<file path="config.mk">
export PLATFORM = sky130hd
export DESIGN_NAME = huffman_decoder
export DESIGN_NICKNAME = d
export VERILOG_FILES = /design/src/rtl/huffman_pkg.sv /design/src/rtl/huffman_code_match.sv /design/src/rtl/huffman_decoder.sv
export SDC_FILE = /design/constraint.sdc
export NUM_CORES = 1
export LEC_CHECK = 0
export CORE_UTILIZATION = 45
export DETAILED_ROUTE_END_ITERATION = 8
export PLACE_DENSITY = 0.83
export SLEW_MARGIN = 20
export SYNTH_ARGS = -nofsm -noshare
export SYNTH_HDL_FRONTEND = slang
export SYNTH_SLANG_ARGS = --single-unit
</file>
<file path="constraint.sdc">
create_clock -name CLK -period 2.6 [get_ports CLK]
set_input_delay 0.52 -clock CLK [delete_from_list [all_inputs] [get_ports CLK]]
set_output_delay 0.52 -clock CLK [all_outputs]
set_load 0.01 [all_outputs]
</file>
<file path="src/rtl/huffman_pkg.sv">
// Shared constants, state encoding and table field helper
// for the serial Huffman decoder.
package huffman_pkg;

  localparam int MAX_LEN = 3;
  localparam int NSYM    = 4;
  localparam int SYM_W   = 4;
  localparam int BUS_W   = 32;

  typedef enum logic [1:0] {
    IDLE  = 2'd0,
    SHIFT = 2'd1,
    EMIT  = 2'd2
  } state_t;

  function automatic logic [BUS_W-1:0] get_field(
    input logic [BUS_W-1:0] bus,
    input int               i,
    input int               w
  );
    logic [BUS_W-1:0] mask;
    mask = (BUS_W'(1) << w) - BUS_W'(1);
    return (bus >> (i * w)) & mask;
  endfunction

endpackage

</file>
<file path="src/rtl/huffman_code_match.sv">
// Combinational prefix-code lookup: finds the lowest table slot
// whose length and code match the bits gathered so far.
module huffman_code_match #(
  parameter int MAX_LEN = 3,
  parameter int SYM_W   = 4
) (
  input  logic [MAX_LEN-1:0]   acc_i,
  input  logic [1:0]           cnt_i,
  input  logic [4*MAX_LEN-1:0] code_i,
  input  logic [7:0]           len_i,
  input  logic [4*SYM_W-1:0]   label_i,
  output logic                 hit_o,
  output logic [1:0]           idx_o,
  output logic [SYM_W-1:0]     label_o
);
  import huffman_pkg::*;

  logic [MAX_LEN-1:0] mask;
  logic [MAX_LEN-1:0] code;
  logic [1:0]         len;

  always_comb begin
    hit_o   = 1'b0;
    idx_o   = '0;
    label_o = '0;
    code    = '0;
    len     = '0;
    mask    = MAX_LEN'((32'd1 << cnt_i) - 32'd1);
    for (int i = 0; i < NSYM; i++) begin
      code = MAX_LEN'(get_field(BUS_W'(code_i), i, MAX_LEN));
      len  = 2'(get_field(BUS_W'(len_i), i, 2));
      // Unused slots have len 0 and never match since cnt_i >= 1.
      if (!hit_o && len == cnt_i &&
          (code & mask) == (acc_i & mask)) begin
        hit_o   = 1'b1;
        idx_o   = 2'(i);
        label_o = SYM_W'(get_field(BUS_W'(label_i), i, SYM_W));
      end
    end
  end

endmodule

</file>
<file path="src/rtl/huffman_decoder.sv">
// Serial Huffman decoder: one coded bit per cycle in, one symbol
// label per valid/ready handshake out, with a loadable 4-slot table.
module huffman_decoder #(
  parameter int MAX_LEN = 3,
  parameter int SYM_W   = 4,
  parameter int CNT_W   = 16
) (
  input  logic                 CLK,
  input  logic                 nRST,
  input  logic                 tbl_load,
  input  logic [4*MAX_LEN-1:0] tbl_code,
  input  logic [7:0]           tbl_len,
  input  logic [4*SYM_W-1:0]   tbl_label,
  input  logic                 bit_in,
  input  logic                 bit_valid,
  output logic                 bit_ready,
  output logic [SYM_W-1:0]     sym_out,
  output logic [1:0]           sym_idx,
  output logic                 sym_valid,
  input  logic                 sym_ready,
  output logic                 code_err,
  output logic [CNT_W-1:0]     sym_count
);
  import huffman_pkg::*;

  state_t               state_q;
  logic [MAX_LEN-1:0]   acc_q;
  logic [1:0]           cnt_q;
  logic [4*MAX_LEN-1:0] code_q;
  logic [7:0]           len_q;
  logic [4*SYM_W-1:0]   label_q;
  logic                 sym_valid_q;
  logic [SYM_W-1:0]     sym_out_q;
  logic [1:0]           sym_idx_q;
  logic                 code_err_q;
  logic [CNT_W-1:0]     sym_count_q;

  logic [MAX_LEN-1:0]   acc_d;
  logic [1:0]           cnt_d;
  logic                 hit;
  logic [1:0]           hit_idx;
  logic [SYM_W-1:0]     hit_label;

  assign acc_d = {acc_q[MAX_LEN-2:0], bit_in};
  assign cnt_d = cnt_q + 2'd1;

  // A table load in the same cycle always wins over an offered bit.
  assign bit_ready = (state_q == SHIFT) && !tbl_load;

  huffman_code_match #(
    .MAX_LEN (MAX_LEN),
    .SYM_W   (SYM_W)
  ) u_match (
    .acc_i   (acc_d),
    .cnt_i   (cnt_d),
    .code_i  (code_q),
    .len_i   (len_q),
    .label_i (label_q),
    .hit_o   (hit),
    .idx_o   (hit_idx),
    .label_o (hit_label)
  );

  always_ff @(posedge CLK) begin
    if (nRST) begin
      state_q     <= IDLE;
      acc_q       <= '0;
      cnt_q       <= '0;
      code_q      <= '0;
      len_q       <= '0;
      label_q     <= '0;
      sym_valid_q <= 1'b0;
      sym_out_q   <= '0;
      sym_idx_q   <= '0;
      code_err_q  <= 1'b0;
      sym_count_q <= '0;
    end else begin
      code_err_q <= 1'b0;
      if (tbl_load) begin
        code_q      <= tbl_code;
        len_q       <= tbl_len;
        label_q     <= tbl_label;
        acc_q       <= '0;
        cnt_q       <= '0;
        sym_valid_q <= 1'b0;
        state_q     <= SHIFT;
      end else begin
        unique case (state_q)
          IDLE: ;
          SHIFT: begin
            if (bit_valid) begin
              if (hit) begin
                acc_q       <= acc_d;
                cnt_q       <= cnt_d;
                sym_valid_q <= 1'b1;
                sym_out_q   <= hit_label;
                sym_idx_q   <= hit_idx;
                state_q     <= EMIT;
              end else if (cnt_d == 2'(MAX_LEN)) begin
                acc_q      <= '0;
                cnt_q      <= '0;
                code_err_q <= 1'b1;
              end else begin
                acc_q <= acc_d;
                cnt_q <= cnt_d;
              end
            end
          end
          EMIT: begin
            if (sym_ready) begin
              acc_q       <= '0;
              cnt_q       <= '0;
              sym_valid_q <= 1'b0;
              sym_count_q <= sym_count_q + 1'b1;
              state_q     <= SHIFT;
            end
          end
          default: state_q <= IDLE;
        endcase
      end
    end
  end

  assign sym_valid = sym_valid_q;
  assign sym_out   = sym_out_q;
  assign sym_idx   = sym_idx_q;
  assign code_err  = code_err_q;
  assign sym_count = sym_count_q;

endmodule

</file>
# [After elaboration in Yosys (flattened, before gate mapping)]
# Index checks and enable logic that the tools add are counted.
# W data, S select, Z words.
[op_classes] n_bitwise=9 reduce_logical=22 muxes=31 add_sub_neg=3 shift=1 n_eq_ne=18
[ops] operator="$mux W2" n=13
[ops] operator="$add A16 B1 Y16 const B" n=1
[ops] operator="$mux W4" n=4
[ops] operator="$reduce_and A4 Y1" n=4
[ops] operator="$and A3 B3 Y3" n=5
[ops] operator="$eq A3 B3 Y1" n=4
[ops] operator="$mux W1" n=10
[ops] operator="$ne A3 B3 Y1 const B" n=3
[ops] operator="$eq A2 B2 Y1" n=4
[ops] operator="$logic_and A1 B1 Y1" n=8
[ops] operator="$ne A2 B2 Y1 const B" n=4
[ops] operator="$pmux W2 S2" n=2
[ops] operator="$pmux W2 S3" n=1
[ops] operator="$reduce_and A3 Y1" n=2
[ops] operator="$reduce_or A5 Y1" n=1
[ops] operator="$eq A2 B2 Y1 const B" n=2
[ops] operator="$logic_not A1 Y1" n=4
[ops] operator="$not A1 Y1" n=4
[ops] operator="$shl A1 B2 Y3 const A" n=1
[ops] operator="$sub A3 B1 Y3 const B" n=1
[ops] operator="$add A2 B1 Y2 const B" n=1
[ops] operator="$eq A2 B1 Y1 const B" n=1
[ops] operator="$logic_not A2 Y1" n=1
[ops] operator="$pmux W1 S2" n=1
[ops] operator="other kinds (2)" n=2
[word_totals] output_inout_bits=25 word_cells=96 reg_bits=66

# [Longest topological paths before layout]
[depth] depth_word=23 depth_mapped=11

# [Hierarchy]
# From an unflattened synthesis, not the netlist that was laid out.
[hier_totals] cells_unflattened=348 hier_area_um2=3134.3
[modules_own_cells] mod="huffman_decoder" instances=1 area_per_inst_um2=2618.8 seq_area_each_um2=1321.3 cells_each=269
[modules_own_cells] mod="huffman_code_match" instances=1 area_per_inst_um2=515.5 seq_area_each_um2=0.0 cells_each=79

# [Worst setup path after synthesis]
# Ideal clock, no wire load.
[synth_timing] path_type="reg-to-reg" from="register cnt_q[0]" to="register sym_out_q[0], in the netlist sym_out[0]" n_path_buf=3 arrival_ps=2441 required_ps=2512 path_slack_ps=71 period_less_slack_ps=2529 stages_incl_launch_ff=11 cell_sequence="dfxtp_1 -> buf_2 -> inv_1 -> ha_1 -> clkbuf_1 -> or2_2 -> a221oi_1 -> buf_2 -> a21o_1 -> o221ai_1 -> a311oi_2"
[synth_between] elab_chain_cells=20
[synth_lines] element="from (decl)" line_no="huffman_decoder.sv:28" rtl="logic [1:0] cnt_q;"
[synth_lines] element="from (signal assigned)" line_no="huffman_decoder.sv:94" rtl="cnt_q <= cnt_d;"
[synth_lines] element="from (signal assigned)" line_no="huffman_decoder.sv:105" rtl="cnt_q <= cnt_d;"
[synth_lines] element="$add A2 B1 Y2 *" line_no="huffman_decoder.sv:45" rtl="assign cnt_d = cnt_q + 2'd1;"
[synth_lines] element="$shl A1 B2 Y3" line_no="huffman_code_match.sv:28" rtl="mask = MAX_LEN'((32'd1 << cnt_i) - 32'd1);"
[synth_lines] element="$sub A3 B1 Y3" line_no="huffman_code_match.sv:28"
[synth_lines] element="$and A3 B3 Y3" line_no="huffman_code_match.sv:34" rtl="(code & mask) == (acc_i & mask)) begin"
[synth_lines] element="$eq A3 B3 Y1" line_no="huffman_code_match.sv:34"
[synth_lines] element="$logic_and A1 B1 Y1" line_no="huffman_code_match.sv:33" rtl="if (!hit_o && len == cnt_i &&"
[synth_lines] element="$mux W1" line_no="huffman_code_match.sv:33"
[synth_lines] element="$logic_not A1 Y1" line_no="huffman_code_match.sv:33"
[synth_lines] element="$logic_and A1 B1 Y1 (2 in series)" line_no="huffman_code_match.sv:33"
[synth_lines] element="$mux W1" line_no="huffman_code_match.sv:33"
[synth_lines] element="$logic_not A1 Y1" line_no="huffman_code_match.sv:33"
[synth_lines] element="$logic_and A1 B1 Y1 (2 in series)" line_no="huffman_code_match.sv:33"
[synth_lines] element="$mux W1" line_no="huffman_code_match.sv:33"
[synth_lines] element="$logic_not A1 Y1" line_no="huffman_code_match.sv:33"
[synth_lines] element="$logic_and A1 B1 Y1 (2 in series)" line_no="huffman_code_match.sv:33"
[synth_lines] element="$mux W1" line_no="huffman_code_match.sv:33"
[synth_lines] element="$reduce_and A4 Y1 (no source line)"
[synth_lines] element="to (signal assigned)" line_no="huffman_decoder.sv:96" rtl="sym_out_q <= hit_label;"
[synth_lines] element="to (decl)" line_no="huffman_decoder.sv:33" rtl="logic [SYM_W-1:0] sym_out_q;"
# Mark *: on every way between the ends. The rest lies on a longest branch, timed or not.
# A chain may end at the register's enable or synchronous reset.

# [Worst setup path after layout]
[layout_timing] from="register cnt_q[1]" to="register acc_q[1]"
[layout_between] elab_chain_cells=22
[layout_lines] element="$add A2 B1 Y2 *" line_no="huffman_decoder.sv:45"
[layout_lines] element="$shl A1 B2 Y3" line_no="huffman_code_match.sv:28"
[layout_lines] element="$sub A3 B1 Y3" line_no="huffman_code_match.sv:28"
[layout_lines] element="$and A3 B3 Y3" line_no="huffman_code_match.sv:34"
[layout_lines] element="$eq A3 B3 Y1" line_no="huffman_code_match.sv:34"
[layout_lines] element="$logic_and A1 B1 Y1" line_no="huffman_code_match.sv:33"
[layout_lines] element="$mux W1" line_no="huffman_code_match.sv:33"
[layout_lines] element="$logic_not A1 Y1" line_no="huffman_code_match.sv:33"
[layout_lines] element="[4 not listed]"
[layout_lines] element="$logic_and A1 B1 Y1 (2 in series)" line_no="huffman_code_match.sv:33"
[layout_lines] element="$mux W1" line_no="huffman_code_match.sv:33"
[layout_lines] element="$logic_not A1 Y1" line_no="huffman_code_match.sv:33"
[layout_lines] element="$logic_and A1 B1 Y1 (2 in series)" line_no="huffman_code_match.sv:33"
[layout_lines] element="$mux W1" line_no="huffman_code_match.sv:33"
[layout_lines] element="$mux W2 *" line_no="huffman_decoder.sv:92" rtl="if (hit) begin"
[layout_lines] element="$mux W2 *" line_no="huffman_decoder.sv:91" rtl="if (bit_valid) begin"
[layout_lines] element="$pmux W2 S2 *" line_no="huffman_decoder.sv:88" rtl="unique case (state_q)"
[layout_lines] element="to (signal assigned)" line_no="huffman_decoder.sv:93" rtl="acc_q <= acc_d;"
[layout_lines] element="to (signal assigned)" line_no="huffman_decoder.sv:100" rtl="acc_q <= '0;"
[layout_lines] element="to (signal assigned)" line_no="huffman_decoder.sv:104" rtl="acc_q <= acc_d;"
[layout_lines] element="to (decl)" line_no="huffman_decoder.sv:27" rtl="logic [MAX_LEN-1:0] acc_q;"
# Mark *: on every way between the ends. The rest lies on a longest branch, timed or not. The select of a mux whose other input is x is not followed.

==> metrics.md <==
| Metric | Value |
|---|---|
| Hold-fix buffers, CTS | `0` |
| Routed WL | `6690 um` |
| CP cell instances | `inv_1, ha_1, or2_2, a221oi_1, buf_4, nor3_2, buf_4, a21oi_1, a22o_1` |
| Final hold vios | `0` |
| Final setup viols | `0` |
| Routability cong. | `a little over 0.9` |
| Peak VDD IR | `slightly above 0.3 mV` |
| Leak | `1.60 nW` |
| Top delay family on crit path | `compound AO/OA/AOI/OAI gates` |
| Vias/cell | `5.26` |
| Htree depth | `3` |
| Sequential share of the synthesized area | `43.6%` |
| Arr. time, crit path | `2740 ps` |
| Worst Tran Pin Value | `439 ps` |
| Power, Total | `between 0.002 and 0.0025 W` |
| Global route overflow | `0` |
| First drt pass iteration count | `6` |
| Core region area | `0.00642 mm2` |
| Worst-case clock buffer depth | `2` |
| Max Cap Violations | `0` |
| Initial Util | `47.2%` |
| Syn nets | `around 380` |
| M2 GR Usage | `31.7%` |
| Worst Setup SP | `cnt_q[1]` |
| Die span in x | `84.1 um` |
| TritonCTS clock tree | `yes` |
| # clock sinks | `66` |
| WS Path Type | `flip-flop to flip-flop` |
| Fin crit period | `2460 ps` |
| Antenna violations before repair | `0` |
| Clk_skew | `7.48 ps` |
| Highest-delay cell along the critical path | `dfxtp_1` |
| DRT antenna net count | `0` |
| Area of the die | `0.00707 mm2` |
| Initial DRC count | `133` |
| Wire per inst | `14.0 um` |
| Via count | `between 2000 and 3000` |
| First-pass GRT wire length | `11000 um` |
| Pwr per Cell Area | `541 mW/mm2` |
| Library cells used by synthesis | `40` |
| # diodes | `0` |
| Die Span Y | `84.1 um` |
| GRT Util Overall | `19.8%` |
| Worst hold start | `label_q[0]` |
| Slew Viols, Final | `0` |
| Maximum clock frequency | `407 MHz` |
| Required @ worst endpoint | `2880 ps` |
| Status | `complete, but fails checks` |
| Area Growth Syn to Fin | `31.2%` |
| Footprint of the multi-input gates | `0.00160 mm2` |
| CP peak stage delay | `between 400 and 500 ps` |
| Post-DP HPWL | `4920 um` |
| Buf+Inv Stages, Crit Path | `3` |
| Share of cells above drive strength 1 | `9.45%` |
| Number of post-CTS setup repair buffers | `0` |
| Synth warn | `0` |
| Worst Path Max Fanout | `13` |
| Post-synthesis register bit count | `66` |
| Avg Cell Area, Syn | `9.25 um2` |
| Root Buffer | `clkbuf_8` |
| Worst r2r src | `cnt_q[1]` |
| Final worst-path cycle share | `94.5%` |
| GR Util met3 | `under 10%` |
| Hold crit path type | `flip-flop to flip-flop` |
| GRT met1 Usage | `around a quarter` |
| RSZ-0062 raised after global routing | `no` |
| DRC | `8` |
| Clock transition at path regs | `~70 ps` |
| Layout Nets | `roughly 450` |
| Port Buffers | `66` |
| FF/Latch Area | `0.00132 mm2` |
| Clock Latency Late Sink | `340 ps` |
| CP dominant cell by count | `buf_4` |
| Cell Rows | `29` |
| Gate Count Post-Synth | `approximately 330` |
| Worst rel slew slack | `70.7%` |
| Post-cts repair resize count | `0` |
| CP endpoint kind | `flip-flop` |
| TNS Setup | `0 ps` |
| Largest net degree at the start of global routing | `28` |
| Busiest layer in global routing | `met2` |
| Critical Path Start Type | `flip-flop` |
| # IOs | `67` |
| Synthesized area | `0.00303 mm2` |
| TritonCTS buffer count | `9` |
| Number of global-route vias before repair | `~2400` |
| # fillers | `550` |
| Violated checks | `DRC` |
[report_power, final]
part	internal [W]	switching (W)	total, W
registers	0.00105	0.0000277	0.00108
clock network	0.000422	0.000376	0.000798
logic	0.000151	0.000124	0.000276
total	0.00162	0.000528	0.00215
[layout by cell type, fill, tap and decap left out, types with 4 or more instances in the layout]
master / instances
dfxtp_1: 66
nor2_1: 64
clkdlybuf4s50_1: 64
mux2i_1: 39
xor2_1: 14
nand2_1: 14
xnor2_1: 13
clkbuf_8: 12
buf_4: 11
a21oi_1: 9
o21ai_0: 9
inv_1: 7
nand3_1: 6
o21a_1: 6
ha_1: 6
nand4_1: 5
or2_2: 4
or3_1: 4
nor3_1: 4
a21o_1: 4
nand2b_1: 4
o221ai_1: 4
a311oi_2: 4
[metal layers]
layer / share of wire (%) / vias to the layer above
met4: 2.5 / 0
met2: 46 / 82
met1: 47 / 1161
met5: 0 / -
li1: - / 1264
met3: 4.8 / 14
[flip-flops by register name, summed over array words and instances (netlist names), 2 cells and up]
register   flops
label_q       16
sym_count     16
code_q        12
len_q          8
sym_out        4
acc_q          2
cnt_q          2
state_q        2
sym_idx        2
[cell families (layout without fill, tap and decap cells)]
group | after synthesis | in the layout | synth area share [%]
and+or+nand+nor | 115 | 115 | 17.3
DFF | 66 | 66 | 43.6
AOI/OAI and AO/OA | 48 | 48 | 12.3
muxes | 39 | 39 | 12.9
xor gates and xnor gates | 27 | 27 | 7.80
buffers and inverters | 27 | 101 | 3.71
adders and majority gates | 6 | 6 | 2.48
[cell usage after synthesis]
cell	number	area share, %
o21a_1	6	1.5
a21oi_1	9	1.5
nor4bb_1	1	0.33
o21ai_0	9	1.5
nand4_1	5	1.0
buf_4	1	0.25
o211ai_1	1	0.25
or2_2	4	0.82
xor2_1	14	4.0
or3_1	4	0.82
o31a_1	1	0.29
a221oi_1	2	0.58
buf_2	6	0.99
xnor2_1	13	3.8
nand2b_1	4	0.82
a311oi_2	4	2.0
nand2_1	14	1.7
o2bb2ai_1	1	0.29
and4_1	1	0.29
a221o_1	2	0.66
nor2_1	64	7.9
a22o_1	2	0.58
nor3_1	4	0.66
nor2b_1	2	0.41
clkbuf_1	10	1.2
nand3_1	6	0.99
a211oi_4	1	0.66
ha_1	6	2.5
buf_1	3	0.37
a211oi_1	1	0.25
nor3b_1	2	0.49
a21o_1	4	0.99
and2_1	2	0.41
dfxtp_1	66	44
mux2i_1	39	13
o21ai_1	1	0.16
and2_0	1	0.21
inv_1	7	0.87
o221ai_1	4	1.2
nor3_2	1	0.33
[worst min-delay path: stages (launching register included)]
cell and delay [ps]:
dfxtp_1 320, mux2i_1 70, nor2_1 70
[final timing paths]
path           endpoint  slack [ps]  depth (start not counted)
max reg2reg    acc_q[1]         140                          9
min          label_q[0]         500                          2
max            acc_q[1]         140                          9
min reg2reg  label_q[0]         500                          2
[final cells by class]
class	count	share of cell area, %
multi-input cells	235	40.2
clock buffers	14	4.34
flip-flops and latches	66	33.2
inverters	7	0.660
repair buffers	78	18.9
well taps	77	2.42
clock inverters	2	0.252
[per-stage QoR]
step / worst slack (ps) / cell area, um2 / hold WS (ps) / cells / utilization [%]
floorplan: 71.1 / 3030 / 451 / 328 / -
global placement: -19.1 / 3800 / 474 / 463 / 59.1
detailed placement: -105 / 3800 / 486 / 463 / 59.1
CTS: 131 / 3980 / 503 / 479 / 62.0
global route: 6.56 / 3980 / 536 / 479 / 62.0
finish: 144 / 3980 / 496 / 479 / 62.0
(Power assumes the default switching activity.)
